### src/rtl/cpu_pkg.sv
// Shared types and constants for the 6-bit CPU program loader.
// The loader state encoding lives here so every consumer agrees on it.
package cpu_pkg;

   localparam int unsigned IW             = 17;
   localparam int unsigned AW_DEFAULT     = 3;
   localparam logic [7:0]  BYTE2_MASK     = 8'h01;
   localparam int unsigned BYTES_PER_WORD = 3;

   typedef enum logic [2:0] {
      S_IDLE,
      S_HDR,
      S_B0,
      S_B1,
      S_B2,
      S_WRITE,
      S_RUN,
      S_ERR
   } loader_state_e;

endpackage

### src/rtl/program_loader.sv
// Byte-stream loader for the CPU instruction memory: header N, then N
// little-endian 3-byte words, each written through we/wr/wrd, then pc_en.
module program_loader #(
   parameter int unsigned AW = cpu_pkg::AW_DEFAULT,
   parameter int unsigned IW = cpu_pkg::IW
) (
   input  logic          clk,
   input  logic          rst,
   input  logic          start,
   input  logic          in_valid,
   input  logic [7:0]    in_data,
   output logic          in_ready,
   output logic          we,
   output logic [AW-1:0] wr,
   output logic [IW-1:0] wrd,
   output logic          pc_en,
   output logic          busy,
   output logic          err
);
   import cpu_pkg::*;

   localparam logic [8:0] DEPTH = 9'(2 ** AW);

   loader_state_e state_q;
   logic [IW-1:0] word_q;
   logic [AW-1:0] idx_q;
   logic [AW-1:0] last_q;
   logic          in_ready_q;
   logic          we_q;
   logic [AW-1:0] wr_q;
   logic [IW-1:0] wrd_q;
   logic          pc_en_q;
   logic          busy_q;
   logic          err_q;

   logic byte_fire;
   logic hdr_bad;
   logic b2_bad;

   assign byte_fire = in_valid & in_ready_q;
   assign hdr_bad   = (in_data == 8'd0) || ({1'b0, in_data} > DEPTH);
   assign b2_bad    = |(in_data & ~BYTE2_MASK);

   always_ff @(posedge clk) begin
      if (rst) begin
         state_q    <= S_IDLE;
         word_q     <= '0;
         idx_q      <= '0;
         last_q     <= '0;
         in_ready_q <= 1'b0;
         we_q       <= 1'b0;
         wr_q       <= '0;
         wrd_q      <= '0;
         pc_en_q    <= 1'b0;
         busy_q     <= 1'b0;
         err_q      <= 1'b0;
      end else begin
         case (state_q)
            S_IDLE, S_RUN, S_ERR: begin
               if (start) begin
                  state_q    <= S_HDR;
                  in_ready_q <= 1'b1;
                  busy_q     <= 1'b1;
                  pc_en_q    <= 1'b0;
                  err_q      <= 1'b0;
               end
            end
            S_HDR: begin
               if (byte_fire) begin
                  if (hdr_bad) begin
                     state_q    <= S_ERR;
                     in_ready_q <= 1'b0;
                     busy_q     <= 1'b0;
                     err_q      <= 1'b1;
                  end else begin
                     state_q <= S_B0;
                     last_q  <= AW'(in_data - 8'd1);
                     idx_q   <= '0;
                  end
               end
            end
            S_B0, S_B1: begin
               // Bytes enter at the top; the final 1-bit shift in B2 aligns them.
               if (byte_fire) begin
                  word_q  <= {in_data, word_q[IW-1:8]};
                  state_q <= (state_q == S_B0) ? S_B1 : S_B2;
               end
            end
            S_B2: begin
               if (byte_fire) begin
                  in_ready_q <= 1'b0;
                  if (b2_bad) begin
                     state_q <= S_ERR;
                     busy_q  <= 1'b0;
                     err_q   <= 1'b1;
                  end else begin
                     state_q <= S_WRITE;
                     word_q  <= {in_data[0], word_q[IW-1:1]};
                     wrd_q   <= {in_data[0], word_q[IW-1:1]};
                     wr_q    <= idx_q;
                     we_q    <= 1'b1;
                  end
               end
            end
            S_WRITE: begin
               we_q <= 1'b0;
               if (idx_q == last_q) begin
                  state_q <= S_RUN;
                  busy_q  <= 1'b0;
                  pc_en_q <= 1'b1;
               end else begin
                  state_q    <= S_B0;
                  idx_q      <= idx_q + 1'b1;
                  in_ready_q <= 1'b1;
               end
            end
            default: state_q <= S_IDLE;
         endcase
      end
   end

   assign in_ready = in_ready_q;
   assign we       = we_q;
   assign wr       = wr_q;
   assign wrd      = wrd_q;
   assign pc_en    = pc_en_q;
   assign busy     = busy_q;
   assign err      = err_q;

endmodule

### config.mk
export PLATFORM = sky130hd
export DESIGN_NAME = program_loader
export DESIGN_NICKNAME = d
export VERILOG_FILES = /design/src/rtl/cpu_pkg.sv /design/src/rtl/program_loader.sv
export SDC_FILE = /design/constraint.sdc
export NUM_CORES = 1
export LEC_CHECK = 0
export BUFFER_PORTS_ARGS = -buffer_cell sky130_fd_sc_hd__buf_2
export CORE_ASPECT_RATIO = 1.4
export CORE_MARGIN = 2
export CORE_UTILIZATION = 45
export DETAILED_ROUTE_END_ITERATION = 12
export PLACE_DENSITY = 0.66
export SYNTH_ARGS = -nofsm -noshare
export SYNTH_HDL_FRONTEND = slang
export SYNTH_SLANG_ARGS = --single-unit
### constraint.sdc
create_clock -name clk -period 2.9 [get_ports clk]
set_clock_uncertainty 0.1 [all_clocks]
set_input_delay 0.29 -clock clk [delete_from_list [all_inputs] [get_ports clk]]
set_output_delay 0.29 -clock clk [all_outputs]
set_load 0.01 [all_outputs]
== Word-level counts from Yosys, hierarchy flattened ==
Cells that the tools add are included.

* Bits in registers: 51
* Latch bits: 0
* Memory bits (writable): 0
* Memory bits (read-only): 0
* Output and inout port bits: 25
* Word-level logic and storage cells: 95
* Memories kept: 0

* Add/subtract/negate cells: 2
* Multipliers: 0
* Divide/modulo/power cells: 0
* Order comparisons: 1
* Equal/unequal tests: 18
* Shifts and indexed selects: 0
* Muxes and demuxes: 38
* Bitwise gates (word level): 3
* Reduce and logical (&&, ||, !) cells: 22

{| class="wikitable"
|+ Operators by type and width
! cell !! count
|-
| $mux W17 || 3
|-
| $pmux W17 S2 || 1
|-
| $mux W3 || 10
|-
| $ne A2 B2 Y1 const B || 10
|-
| $mux W1 || 16
|-
| $pmux W3 S5 || 1
|-
| $eq A3 B3 Y1 const B || 4
|-
| $reduce_and A3 Y1 || 4
|-
| $reduce_and A4 Y1 || 3
|-
| $reduce_and A6 Y1 || 2
|-
| $gt A8 B4 Y1 const B || 1
|-
| $logic_not A8 Y1 || 1
|-
| $pmux W1 S4 || 2
|-
| $reduce_bool A2 Y1 || 4
|-
| $reduce_and A7 Y1 || 1
|-
| $reduce_or A7 Y1 || 1
|-
| $eq A3 B2 Y1 const B || 2
|-
| $pmux W3 S2 || 1
|-
| $pmux W1 S2 || 2
|-
| $reduce_bool A4 Y1 || 1
|-
| $add A3 B1 Y3 const B || 1
|-
| $eq A3 B1 Y1 const B || 1
|-
| $eq A3 B3 Y1 || 1
|-
| $logic_not A3 Y1 || 1
|-
| other kinds (9) || 10
|}

== Logic depth before layout (Yosys ltp) ==
* Word-level depth: 5
* Mapped depth: 8
* Mapped depth without buffers: 7

== Worst setup path before layout ==
Ideal clock, no wire load.

* Kind: input -> register
* Start point: input port in_data[0]
* End point: register last_q[2]
* Library setup time: 87 ps
* Data arrival time: 1,513 ps
* Slack: 1,200 ps
* Cell stages on the path: 8
* Path buffers: 1
* Cells stage by stage: inv_1 ha_1 nor2b_1 xnor2_1 and4_1 buf_2 nor2_1 a211oi_1

* Longest elaborated chain between the ends: 4
* Elaborated cells on any way between the ends: 6

{| class="wikitable"
|+ RTL lines
! element !! line !! text
|-
| start, declared || program_loader.sv:11 || <nowiki>input logic [7:0] in_data,</nowiki>
|-
| $gt A8 B4 Y1 / $logic_not A8 Y1 (equally long branches) || program_loader.sv:41 || <nowiki>assign hdr_bad = (in_data == 8'd0) || ({1'b0, in_data} > DEPTH);</nowiki>
|-
| $logic_or A1 B1 Y1 || program_loader.sv:41 ||
|-
| $not A1 Y1 (no source line) || -- ||
|-
| $reduce_and A3 Y1 (no source line) || -- ||
|-
| end signal, assigned || program_loader.sv:77 || <nowiki>last_q <= AW'(in_data - 8'd1);</nowiki>
|-
| end, declared || program_loader.sv:27 || <nowiki>logic [AW-1:0] last_q;</nowiki>
|}

Several ways; a longest one is shown, not always the timed one.
A chain may end at the register's enable or synchronous reset.

== Worst setup path after layout ==
* Start point: register state_q[2]
* End point: register word_q[10]

* Longest elaborated chain between the ends: 4
* Elaborated cells on any way between the ends: 10

{| class="wikitable"
|+ RTL lines
! element !! line !! text
|-
| start, declared || program_loader.sv:24 || <nowiki>loader_state_e state_q;</nowiki>
|-
| start signal, assigned || program_loader.sv:86 || <nowiki>state_q <= (state_q == S_B0) ? S_B1 : S_B2;</nowiki>
|-
| $eq A3 B2 Y1 || program_loader.sv:58 || <nowiki>case (state_q)</nowiki>
|-
| $reduce_or A2 Y1 || program_loader.sv:58 ||
|-
| $ne A2 B2 Y1 (no source line) / $reduce_bool A2 Y1 (equally long branches) || -- ||
|-
| $reduce_and A4 Y1 (no source line) || -- ||
|-
| end signal, assigned || program_loader.sv:85 || <nowiki>word_q <= {in_data, word_q[IW-1:8]};</nowiki>
|-
| end signal, assigned || program_loader.sv:98 || <nowiki>word_q <= {in_data[0], word_q[IW-1:1]};</nowiki>
|-
| end, declared || program_loader.sv:25 || <nowiki>logic [IW-1:0] word_q;</nowiki>
|}

Several ways; a longest one is shown, not always the timed one.

==> impl_metrics.yaml <==
die:
  die_w_microns: 65.28
  start_util_pct: 46.21
  design.core.area_sq_um: 5120
  placementRows: 31
  ios: 37
  die_height_microns: 89.80
  dieArea_sq_um: 5862
clocking:
  h-tree-depth: 2
  cts_hold_buffers: 0
  clk_pin_slew_worst_paths_ns: 0.09
  clock_sinks: 50
  cts_tree: "done"
  clk_latency_ns: 0.31
  ctsLongestPathBuffers: 2
  postCtsSetupRepairBufs: 0
  cts-root-buf: "clkbuf_8"
  ctsResizeCount: 0
  cts_made_buffers: 5
routing:
  detail_route.wl_per_cell_microns: 13.51
  wl_mm: 5.093
  vias_per_cell: 5.369
  drc: 0
  drt_iter0_markers: 126
  drtAntennaViolNets: 0
  dr.pass1.iters: 4
  via_count: 2024
place:
  placed_cell_area_sq_um: 2586
  port_buffers: 36
  hpwl_mm: 3.627
  preCtsSetupSlack_ns: 0.8321
  place.gp.congestion: 0.8349
timing:
  slew_headroom_pct: 49.66
  fmax_ghz: 0.4962
  whs_ns: 0.1082
  tns_ns: 0
  rsz0062_at_grt: "no"
  slew_violations: 0
  worst_slack_ns: 0.8846
  hold_violations: 0
  worst_slew_pin_slew_ns: 0.7551
  period_minus_slack_ns: 2.015
  setup_violations: 0
  fin_crit_sh_pct: 69.50
synth:
  yosys_warnings: 0
  synthArstFlopShare_pct: 0
  synth.top_cell.area_share_pct: 42.31
  synth-edff-count: 0
  synth.distinct_cells: 39
  synth_area_sq_um: 2366
  avgSynthCellArea_sq_um: 8.420
  synthTopCellsByCount: "dfxtp_1 (50), nand2_1 (50), a21oi_1 (30)"
  ys_seq_area_share_pct: 42.31
  synth_top_cell_by_area: "dfxtp_1"
  synth_seq_cells: 50
  synth_area_leaders: "dfxtp_1 (42%), nand2_1 (7.9%), a211oi_2 (7.4%)"
  syn-num-nets: 296
  synthCells: 281
  ys.flop_type: "dfxtp_1"
worst_setup_path:
  crit_required_ns: 3.02
  crit_arrival_ns: 2.13
  start_kind: "register"
  slowest_stage: "dfxtp_1"
  critical_path.max_fanout: 32
  critPathBufInv: 1
  slowest_delay_ns: 0.60
  crit_family: "flip-flops"
  crit_chain: "nor3b_2 > nand3_1 > a21oi_2 > buf_4 > nor2_1 > a211oi_1"
  path_class: "register to register"
  endpoint_kind: "register"
finish:
  n_antenna_cell: 0
  area_growth_pct: 12.96
  nNetsFinal: 325
  drive_above_1_share_pct: 22.19
  final_cell_area_sq_um: 2673
grt:
  grt_pass1_wl_mm: 8.776
  grt_max_degree: 38
  globalRouteOverflowTotal: 0
  grt_pass1_vias: 1976
  antenna_found_initial: 0
  grt.total_usage_pct: 18.68
pwr:
  power_density_nw_per_um2: 623.6
  finalPower_mw: 1.667
  power_leakage_nw: 0.9518
  vdd_drop_max_v: 0.0002541
flow_run:
  max_cap_viol_count: 0
status:
  status: "complete, no violations"
min_path:
  hold_class: "input port to register"
[cells in the final DEF, fill, tap and decap left out, types with 2 or more instances in the layout]
cell       n
nand2_1   50
dfxtp_1   50
buf_2     36
a21oi_1   30
nor2_1    29
mux2i_1   15
a211oi_2  14
nand3_1    7
buf_4      7
a211oi_1   6
inv_1      5
nor3_1     5
o21ai_0    5
xnor2_1    5
a31oi_1    5
clkbuf_8   5
nand2b_1   4
ha_1       3
and2_1     2
nand4_1    2
nor2b_1    2
or3_1      2
a22oi_1    2
o211ai_1   2
[registers in the layout, indices dropped and copies added, names as in the netlist]
| signal | count |
|---|---|
| wrd | 17 |
| word_q | 16 |
| idx_q | 3 |
| last_q | 3 |
| state_q | 3 |
| wr | 3 |
| busy | 1 |
| err | 1 |
| in_ready | 1 |
| pc_en | 1 |
| we | 1 |
[path summary, 6_finish.rpt]
check | end | depth (start not counted) | slack, ns | start
worst min-delay path | last_q[0]$_SDFFE_PP0P_ | 2 | 0.11 | in_data[0]
worst min register to register | wrd[9]$_SDFFE_PP0P_ | 2 | 0.35 | wrd[9]$_SDFFE_PP0P_
worst max register to register | word_q[10]$_SDFFE_PP0P_ | 6 | 0.88 | state_q[2]$_SDFFE_PP0P_
worst max-delay path | word_q[10]$_SDFFE_PP0P_ | 6 | 0.88 | state_q[2]$_SDFFE_PP0P_
[cell type report]
class,count,area (sq um)
fillers,512,2447
clock inverters,2,13.76
repair buffers,43,232.7
well taps,66,82.58
inverters,5,18.77
flip-flops and latches,50,1001
clock buffers,6,72.57
multi-input cells,205,1251
[report_power, final]
group	switching [mW]	total, mW	internal [mW]
clock	0.238	0.409	0.171
sequential	0.0775	0.808	0.731
combinational	0.253	0.450	0.197
[cell families after synthesis]
| group | synth area share (%) |
|---|---|
| and+or+nand+nor | 20.68 |
| AOI/OAI and AO/OA | 22.05 |
| DFF | 42.31 |
| buffers and inverters | 4.812 |
| muxes | 6.346 |
| xor gates and xnor gates | 2.221 |
| adders and majority gates | 1.587 |
[metal layers]
layer  wire [microns]  up-vias  GRT usage (%)
li1                 -     1037              -
met1             2071      934          21.54
met2             2696       44          32.57
met3              202        9          3.254
met4              123        0          8.854
met5                0        -              0
[metrics by stage]
stage	utilization [%]	std cells
floorplan	-	281
global placement	50.51	369
detailed placement	50.51	369
CTS	52.20	377
global route	52.20	377
finish	52.20	377
Note: power is estimated with default switching activity, not from simulation.
